## config.mk

```make
export PLATFORM = sky130hd
export DESIGN_NAME = pixel_stream_tx
export DESIGN_NICKNAME = d
export VERILOG_FILES = /design/src/rtl/npu_stream_pkg.sv /design/src/rtl/pixel_timing_counter.sv /design/src/rtl/pixel_stream_tx.sv
export SDC_FILE = /design/constraint.sdc
export NUM_CORES = 1
export LEC_CHECK = 0
export CORE_MARGIN = 5
export CORE_UTILIZATION = 47
export CTS_CLUSTER_SIZE = 24
export DETAILED_ROUTE_END_ITERATION = 8
export GPL_ROUTABILITY_DRIVEN = 1
export PLACE_DENSITY = 0.76
export SLEW_MARGIN = 10
export SYNTH_ARGS = -nofsm -noshare
export SYNTH_HDL_FRONTEND = slang
export SYNTH_SLANG_ARGS = --single-unit
```

## constraint.sdc

```tcl
create_clock -name clk -period 1.9 [get_ports clk]
set_input_delay 0.38 -clock clk [delete_from_list [all_inputs] [get_ports clk]]
set_output_delay 0.38 -clock clk [all_outputs]
set_load 0.01 [all_outputs]
```

## src/rtl/npu_stream_pkg.sv

```systemverilog
// Shared types and constants for the npu pixel stream path.
// Holds the transmitter FSM encoding, pipeline depth and default geometry.
package npu_stream_pkg;

    typedef enum logic [1:0] {
        IDLE   = 2'd0,
        ACTIVE = 2'd1,
        HBLANK = 2'd2,
        VBLANK = 2'd3
    } tx_state_t;

    // Cycles from rd_en to the matching pixel on the output
    localparam int PIPE_LAT = 2;

    // Default geometry shared with memory_stage
    localparam int DEF_IMG_W = 32;
    localparam int DEF_IMG_H = 32;
    localparam int PIX_W     = 8;

    function automatic int max2(input int a, input int b);
        return (a > b) ? a : b;
    endfunction

endpackage

```

## src/rtl/pixel_timing_counter.sv

```systemverilog
// Column, row and blanking counters for the pixel stream transmitter.
// Provides terminal-count flags so the FSM never compares raw counts.
module pixel_timing_counter
    import npu_stream_pkg::*;
#(
    parameter int IMG_W   = DEF_IMG_W,
    parameter int IMG_H   = DEF_IMG_H,
    parameter int H_BLANK = 8,
    parameter int V_BLANK = 16,
    parameter int COL_W   = $clog2(IMG_W),
    parameter int ROW_W   = $clog2(IMG_H)
) (
    input  logic             clk,
    input  logic             reset,
    input  logic             col_inc,
    input  logic             row_inc,
    input  logic             frame_clr,
    input  logic             blank_en,
    output logic [COL_W-1:0] col,
    output logic [ROW_W-1:0] row,
    output logic             col_last,
    output logic             row_last,
    output logic             hb_last,
    output logic             vb_last
);

    localparam int BLK_W = $clog2(max2(H_BLANK, V_BLANK) + 1);

    localparam logic [COL_W-1:0] COL_MAX = COL_W'(IMG_W - 1);
    localparam logic [ROW_W-1:0] ROW_MAX = ROW_W'(IMG_H - 1);
    localparam logic [BLK_W-1:0] HB_MAX  = BLK_W'(H_BLANK - 1);
    localparam logic [BLK_W-1:0] VB_MAX  = BLK_W'(V_BLANK - 1);

    logic [BLK_W-1:0] blank;

    // Column counter, wraps to 0 after the last active pixel of a row
    always_ff @(posedge clk) begin
        if (reset || frame_clr) begin
            col <= '0;
        end else if (col_inc) begin
            col <= col_last ? '0 : col + 1'b1;
        end
    end

    // Row counter, advanced at the end of each horizontal blank
    always_ff @(posedge clk) begin
        if (reset || frame_clr) begin
            row <= '0;
        end else if (row_inc) begin
            row <= row + 1'b1;
        end
    end

    // Blank counter, runs only while in a blanking state
    always_ff @(posedge clk) begin
        if (reset || !blank_en) begin
            blank <= '0;
        end else begin
            blank <= blank + 1'b1;
        end
    end

    // Terminal-count flags
    always_comb begin
        col_last = (col == COL_MAX);
        row_last = (row == ROW_MAX);
        hb_last  = (blank == HB_MAX);
        vb_last  = (blank == VB_MAX);
    end

endmodule

```

## src/rtl/pixel_stream_tx.sv

```systemverilog
// Frame transmitter: reads a greyscale frame from memory and emits
// it as an 8-bit pixel stream with de, sof and eol and blanking.
module pixel_stream_tx
    import npu_stream_pkg::*;
#(
    parameter int IMG_W   = DEF_IMG_W,
    parameter int IMG_H   = DEF_IMG_H,
    parameter int H_BLANK = 8,
    parameter int V_BLANK = 16,
    parameter int ADDR_W  = $clog2(IMG_W * IMG_H)
) (
    input  logic              clk,
    input  logic              reset,
    input  logic              start,
    input  logic              loop_en,
    output logic              rd_en,
    output logic [ADDR_W-1:0] rd_addr,
    input  logic [PIX_W-1:0]  rd_data,
    output logic              de_out,
    output logic [PIX_W-1:0]  data_out,
    output logic              sof_out,
    output logic              eol_out,
    output logic              busy,
    output logic              done
);

    localparam int COL_W = $clog2(IMG_W);
    localparam int ROW_W = $clog2(IMG_H);

    tx_state_t state;
    tx_state_t next_state;

    logic [COL_W-1:0] col;
    logic [ROW_W-1:0] row;
    logic             col_last;
    logic             row_last;
    logic             hb_last;
    logic             vb_last;

    logic col_inc;
    logic row_inc;
    logic frame_clr;
    logic blank_en;
    logic sof_flag;
    logic eol_flag;

    logic [PIPE_LAT-1:0] de_pipe;
    logic [PIPE_LAT-1:0] sof_pipe;
    logic [PIPE_LAT-1:0] eol_pipe;

    pixel_timing_counter #(
        .IMG_W   (IMG_W),
        .IMG_H   (IMG_H),
        .H_BLANK (H_BLANK),
        .V_BLANK (V_BLANK),
        .COL_W   (COL_W),
        .ROW_W   (ROW_W)
    ) u_cnt (
        .clk       (clk),
        .reset     (reset),
        .col_inc   (col_inc),
        .row_inc   (row_inc),
        .frame_clr (frame_clr),
        .blank_en  (blank_en),
        .col       (col),
        .row       (row),
        .col_last  (col_last),
        .row_last  (row_last),
        .hb_last   (hb_last),
        .vb_last   (vb_last)
    );

    // State register
    always_ff @(posedge clk) begin
        if (reset) begin
            state <= IDLE;
        end else begin
            state <= next_state;
        end
    end

    // Next-state logic
    always_comb begin
        next_state = state;
        unique case (state)
            IDLE: begin
                if (start) next_state = ACTIVE;
            end
            ACTIVE: begin
                if (col_last) begin
                    next_state = row_last ? VBLANK : HBLANK;
                end
            end
            HBLANK: begin
                if (hb_last) next_state = ACTIVE;
            end
            VBLANK: begin
                if (vb_last) begin
                    next_state = loop_en ? ACTIVE : IDLE;
                end
            end
            default: next_state = IDLE;
        endcase
    end

    // Memory strobe, address and counter controls from current state
    always_comb begin
        rd_en     = (state == ACTIVE);
        rd_addr   = ADDR_W'(int'(row) * IMG_W + int'(col));
        col_inc   = (state == ACTIVE);
        row_inc   = (state == HBLANK) && hb_last;
        frame_clr = (state == VBLANK) && vb_last;
        blank_en  = (state == HBLANK) || (state == VBLANK);
        sof_flag  = rd_en && (row == '0) && (col == '0);
        eol_flag  = rd_en && col_last;
    end

    // Registered status: busy follows the next state, done marks VBLANK exit
    always_ff @(posedge clk) begin
        if (reset) begin
            busy <= 1'b0;
            done <= 1'b0;
        end else begin
            busy <= (next_state != IDLE);
            done <= (state == VBLANK) && vb_last;
        end
    end

    // Flag pipeline matching the memory read latency plus output capture
    always_ff @(posedge clk) begin
        if (reset) begin
            de_pipe  <= '0;
            sof_pipe <= '0;
            eol_pipe <= '0;
        end else begin
            de_pipe  <= {de_pipe[PIPE_LAT-2:0], rd_en};
            sof_pipe <= {sof_pipe[PIPE_LAT-2:0], sof_flag};
            eol_pipe <= {eol_pipe[PIPE_LAT-2:0], eol_flag};
        end
    end

    // Pixel capture, zero whenever the pixel is not valid
    always_ff @(posedge clk) begin
        if (reset) begin
            data_out <= '0;
        end else begin
            data_out <= de_pipe[PIPE_LAT-2] ? rd_data : '0;
        end
    end

    assign de_out  = de_pipe[PIPE_LAT-1];
    assign sof_out = sof_pipe[PIPE_LAT-1];
    assign eol_out = eol_pipe[PIPE_LAT-1];

endmodule

```

==> results.md, run 1 <==
* Outcome: finished clean
* Filler cells at between 200 and 250
* Inserted Clock Buffers at 5
* DRT Pass-1 Iters at 4
* Dpl hpwl at between 2 and 2.5 mm
* First-pass GRT wire length at 4.636 mm
* GP Congestion at 0.8448
* Cell area after layout at about 1800 um^2
* Clk Latency, worst-skew pair at between 0.3 and 0.4 ns
* Netlist cell types at 35
* Crit path capture type: flop
* Crit path largest cell delay at 0.36 ns
* Die ar. at around 4100 um^2
* CP bufs+invs at 0
* Ratio of cells with drive above 1 in the final layout at 0.07778
* Fin crit share at 0.9348
* Most frequent cells in the layout: clkdlybuf4s50_1 (34), dfxtp_1 (31), a21oi_1 (13)
* Slowest stage cell, crit path: dfxtp_2
* Slew headroom at 0.7137
* Syn avg cell area at ~9.7 um^2
* Startpoint Class: flop
* Placed cell areas at 1729 um^2
* # rows at 19
* Hold Worst Slack at about 0.44 ns
* Die H at 63.77 um
* Max Slew Vio Count at 0
* Pleak at 0.6761 nW
* Max FO, Critical Path at 7
* RSZ-0062 raised after global routing: no
* Routed vias at between 1000 and 1500
* Most common cell after layout, fill and taps aside: clkdlybuf4s50_1
* CTS sink cnt at 33
* WS Path Type: flop to flop
* Syn_nets at 161
* Final setup vio count at 0
* Core area at roughly 2800 um^2
* CP cell instances: ha_1 -> and3_1 -> ha_1 -> and3b_1 -> o32a_1 -> a21oi_1
* IO Pins at 36
* Worst Path Required at around 2.2 ns
* Layout area overhead at 30.94%
* Pin count of the biggest net entering global routing at 11
* Via density per instance at approximately 5.1
* CP most frequent cell: ha_1
* Hold Crit Class: flop to flop
* Pwr dens at ~660 nW/um^2
* Critical path arrival at 2.05 ns
* Drc violations at 0
* Tightest Pin Transition at around 0.43 ns
* Wire per inst at approximately 13 um
* Post-Route WL at around 2.7 mm
* Clk slew on worst S/H paths at about 0.090 ns
* CTS root buf: clkbuf_4
* Peak VDD IR at a little under 0.6 mV
* Port Buffer Count at 35
* Min Tclk post-route at between 1.5 and 2 ns
* First DRT Iteration DRCs at 61
* Synthesis warning total at 0
* Post-layout net count at 200
* CTS Hold Bufs at 0
* CTS tree: built
* Cell area after synthesis at about 1400 um^2
* Clock Skew at 0.003399 ns
* Register area share after synthesis at 0.4862
* Crit path max-delay family: compound AO/OA/AOI/OAI gates
* #FFs+latches synth at 33
* Vias in the first global route at between 1000 and 1500
* Final hold vios at 0
* Setup TNS at 0 ns
* Total grt overflow at 0
* Synth area leaders: dfxtp_1 (49%), ha_1 (8.3%), a21oi_1 (4.8%), and2_1 (4.1%), nand2_1 (2.8%)
* Max cap viols at 0
* Tot GR Track Use at 0.1444
* Clock Path Buffers at 2
* Max Clock Freq at approximately 560 MHz
* Syn Inst Count at 140
* # diodes at 0
* Final core utilization at 0.6452
* Largest area contributor in the netlist: dfxtp_1
* Die W at 63.77 um
* Initial Util at 0.4927
* H-tree lvl count at 2
* Antenna Violating Nets Remaining at 0
* Yosys top cell area share at 0.4862
* Initial antenna violation count at 0
## synth_stat cells (all sizes together)
cell type and number:
a21oi 13, a22oi 1, a31o 1, a31oi 1, and2 9, and3 4, and3b 1, and4bb 1
buf 3, clkbuf 3, dfxtp 33, ha 9, inv 8, nand2 10, nand2b 2, nand3 6
nand3b 1, nand4bb 1, nor2 8, nor2b 5, nor3 1, nor3b 1, nor4 1, o211ai 1
o21ai 5, o31ai 2, o32a 1, or2b 1, or3 1, or4 3, or4b 1, xnor2 1
xor2 1
## worst paths after layout
check                                   from           to  slack, ns  cells after the start
worst max-delay path            u_cnt.col[0]     state[0]       0.12                      6
worst min-delay path             sof_pipe[0]  sof_pipe[1]       0.44                      1
worst max register to register  u_cnt.col[0]     state[0]       0.12                      6
worst min register to register   sof_pipe[0]  sof_pipe[1]       0.44                      1
## registers in the layout, summed over array words and instances (netlist names)
name and cells:
sof_pipe 2, data_out 8, eol_pipe 2, u_cnt.col 5, de_pipe 2, u_cnt.blank 5, done 1, u_cnt.row 5
state 2, busy 1
## area by class of cell
| type | count | area, um^2 | share of cell area |
|---|---|---|---|
| multi-input cells | 93 | 626.9 | 0.3523 |
| clock buffers | 8 | 48.80 | 0.02743 |
| well taps | 31 | 38.79 | 0.02180 |
| repair buffers | 38 | 371.6 | 0.2089 |
| flip-flops and latches | 33 | 663.1 | 0.3727 |
| inverters | 8 | 30.03 | 0.01688 |
## per-layer routing
metal | share of wire | vias up | GRT usage
li1 | - | 559 | -
met1 | 0.46 | 488 | 0.1797
met2 | 0.48 | 29 | 0.2145
met3 | 0.063 | 2 | 0.04904
met4 | 0.0044 | 0 | 0.08831
met5 | 0 | - | 0
## where the power goes
| part | leakage [nW] | switching (W) | total (W) | internal (W) |
|---|---|---|---|---|
| combinational | 0.381 | 0.0000387 | 0.0000935 | 0.0000548 |
| sequential | 0.268 | 0.00000858 | 0.000714 | 0.000706 |
| clock | 0.0265 | 0.000212 | 0.000359 | 0.000147 |
## metrics by stage
step,setup slack (ns),power (W),cells
6_report,0.1238,0.001167,211
5_1_grt,0.009432,0.001224,211
4_1_cts,0.1014,0.001183,211
3_5_place_dp,0.1311,0.0008241,203
3_3_place_gp,0.2047,0.0008230,203
2_1_floorplan,0.2150,0.0007726,140
## repair_timing
action / CTS / global route
cloned: 0 / 0
resized for setup: 1 / 2
setup endpoints to repair: 1 / 2
setup buffers: 0 / 0
## cell families (layout without fill, tap and decap cells)
family,Yosys count,in the layout,synth area share
XOR/XNOR,2,2,0.01289
flip-flops,33,33,0.4862
AO/OA/AOI/OAI,25,25,0.1068
adder cells (fa/ha/maj),9,9,0.08287
buffers and inverters,14,54,0.05249
AND/OR/NAND/NOR,57,57,0.2588
No activity file was read; power rests on OpenSTA's default activity.
==> run 2, diff against run 1 <==
CORE_UTILIZATION = 42   (was 47)
PLACE_DENSITY = 0.71   (was 0.76)
clock period = 1.5 ns   (was 1.9 ns; I/O delays follow)
==> results.md, run 2 (synthesized netlist as in run 1, its figures left out) <==
* Placed insts at 230 (+13%)
* Crit path max-delay family: simple AND/OR/NAND/NOR gates
* # diodes at 0 (unchanged)
* Hold Crit Class: flop to flop
* IO Pins at 36 (unchanged)
* Outcome: finished with violations
* Worst Path Required at 1.76 ns (-0.41 ns)
* # rows at 20 (+1)
* Die W at 66.88 um (+4.9%)
* Most frequent cells in the layout: dfxtp_1 (24), buf_4 (20), dlymetal6s2s_1 (13)
* Clock Skew at 0.008981 ns (+0.005582 ns)
* Tot GR Track Use at 0.1558 (+0.01135)
* Post-Route WL at 3.211 mm (+19%)
* Min Tclk post-route at 1.576 ns (-0.1999 ns)
* CP cell instances: ha_4 -> and3_4 -> buf_4 -> ha_4 -> or4_1 -> a21oi_1
* Via density per instance at 5.000 (-2.1%)
* CTS tree: built
* Count of non-filler cells in the finished layout at 241 (+14%)
* GP Congestion at 0.8398 (-0.59%)
* Failing checks: negative setup slack
* Max cap viols at 0 (unchanged)
* Layout area overhead at 51.47%
* Crit path capture type: flop
* Sequential Area at 676.9 um^2 (+2.1%)
* Dpl hpwl at 2.320 mm (+12%)
* CP most frequent cell: ha_4
* Die ar. at 4473 um^2 (+10%)
* CTS Hold Bufs at 0 (unchanged)
* RSZ-0062 raised after global routing: yes
* Core area at 3078 um^2 (+12%)
* Slew headroom at 0.7431 (+0.02939)
* First-pass GRT wire length at 5.250 mm (+13%)
* DRT Pass-1 Iters at 4 (unchanged)
* CTS sink cnt at 33 (unchanged)
* Reg with most FFs: data_out
* Startpoint Class: flop
* Clk slew on worst S/H paths at 0.09 ns (about the same)
* Final hold vios at 0 (unchanged)
* Peak VDD IR at 0.4682 mV (-19%)
* Antenna Violating Nets Remaining at 0 (unchanged)
* Setup ws final at -0.07628 ns (-0.2001 ns)
* Clock Path Buffers at 2 (unchanged)
* Max Clock Freq at 634.4 MHz (+13%)
* Filler cells at 272 (+18%)
* Final setup vio count at 4 (+4)
* Clk Latency, worst-skew pair at 0.32 ns (about the same)
* Pleak at 1.042 nW (+54%)
* Hold path depth at 1 (unchanged)
* Fin crit share at 1.051 (+0.1160)
* Die H at 66.88 um (+4.9%)
* Total grt overflow at 0 (unchanged)
* Tightest Pin Transition at 0.3845 ns (-0.04399 ns)
* H-tree lvl count at 2 (unchanged)
* Initial Util at 0.4415 (-0.05128)
* Post-layout net count at 218 (+9.0%)
* Vias in the first global route at 1166 (+13%)
* Inserted Clock Buffers at 5 (unchanged)
* First DRT Iteration DRCs at 52 (-15%)
* Slowest stage cell, crit path: or4_1
* Setup TNS at -0.2391 ns (-0.2391 ns)
* Pwr dens at 740.3 nW/um^2 (+13%)
* Worst r2r path cells at 6 (unchanged)
* Multi-input logic area at 709.4 um^2 (+13%)
* Max FO, Critical Path at 2 (-5)
* Wire per inst at 13.32 um (+3.9%)
* WS Path Type: flop to flop
* Ratio of cells with drive above 1 in the final layout at 0.2538 (+0.1760)
* Pre-CTS worst setup slack at -0.03806 ns (-0.1691 ns)
* Max Slew Vio Count at 0 (unchanged)
* Pin count of the biggest net entering global routing at 11 (unchanged)
* Max reg flops at 8 (unchanged)
* Most common cell after layout, fill and taps aside: dfxtp_1
* CTS root buf: clkbuf_4
* Port Buffer Count at 35 (unchanged)
* Critical path arrival at 1.83 ns (-0.22 ns)
* CP bufs+invs at 1 (+1)
* Crit path largest cell delay at 0.39 ns (+0.03 ns)
* Drc violations at 0 (unchanged)
* Levels on crit path at 6 (unchanged)
* Initial antenna violation count at 0 (unchanged)
* Routed vias at 1205 (+12%)
-- run 2: changes by cell type in the layout (fill, tap and decap cells not counted), sizes merged --
cell           change
dlymetal6s2s      +13
clkbuf             -1
clkdlybuf4s50     -23
dlygate4sd2        +9
clkdlybuf4s15      +1
buf               +18
-- run 2: power breakdown --
group          internal, W  switching [W]  total, W  leakage (nW)
Combinational    0.0000775      0.0000590  0.000136         0.738
Sequential        0.000892     0.00000821  0.000900         0.273
Clock             0.000221       0.000266  0.000487        0.0314
-- run 2: final timing paths --
| check | start | end | slack, ns |
|---|---|---|---|
| max reg2reg | u_cnt.col[1] | u_cnt.col[3] | -0.08 |
| min reg2reg | eol_pipe[0] | eol_pipe[1] | 0.45 |
| min | eol_pipe[0] | eol_pipe[1] | 0.45 |
| max | u_cnt.col[1] | u_cnt.col[3] | -0.08 |
-- run 2: metrics by stage --
step | hold slack (ns) | power [W] | instance area, um^2 | util
floorplan | 0.4138 | 0.0009803 | 1410 | -
global placement | 0.4346 | 0.001056 | 1901 | 0.6175
detailed placement | 0.4345 | 0.001057 | 1901 | 0.6175
CTS | 0.4552 | 0.001546 | 1973 | 0.6411
global route | 0.4700 | 0.001617 | 2058 | 0.6687
finish | 0.4489 | 0.001524 | 2058 | 0.6687
-- run 2: repair_timing --
item,4_1_cts,5_1_grt
cloned,0,0
pin swaps,2,3
buffers inserted,2,2
setup endpoints to repair,23,22
resized for setup,17,24
-- run 2: layout make-up --
| type | count | area share |
|---|---|---|
| sequential | 33 | 0.3289 |
| clock buffer | 7 | 0.02675 |
| timing repair buffer | 56 | 0.2584 |
| multi-input combinational | 93 | 0.3447 |
| inverter | 8 | 0.01459 |
| tap | 44 | 0.02675 |
-- run 2: routing by layer --
layer  vias to the layer above  global-route usage  share of wire
met5                         -                   0              0
met4                         0             0.06582          0.018
met3                         9             0.04722          0.092
met2                        50              0.2488           0.45
met1                       555              0.1926           0.44
li1                        591                   -              -
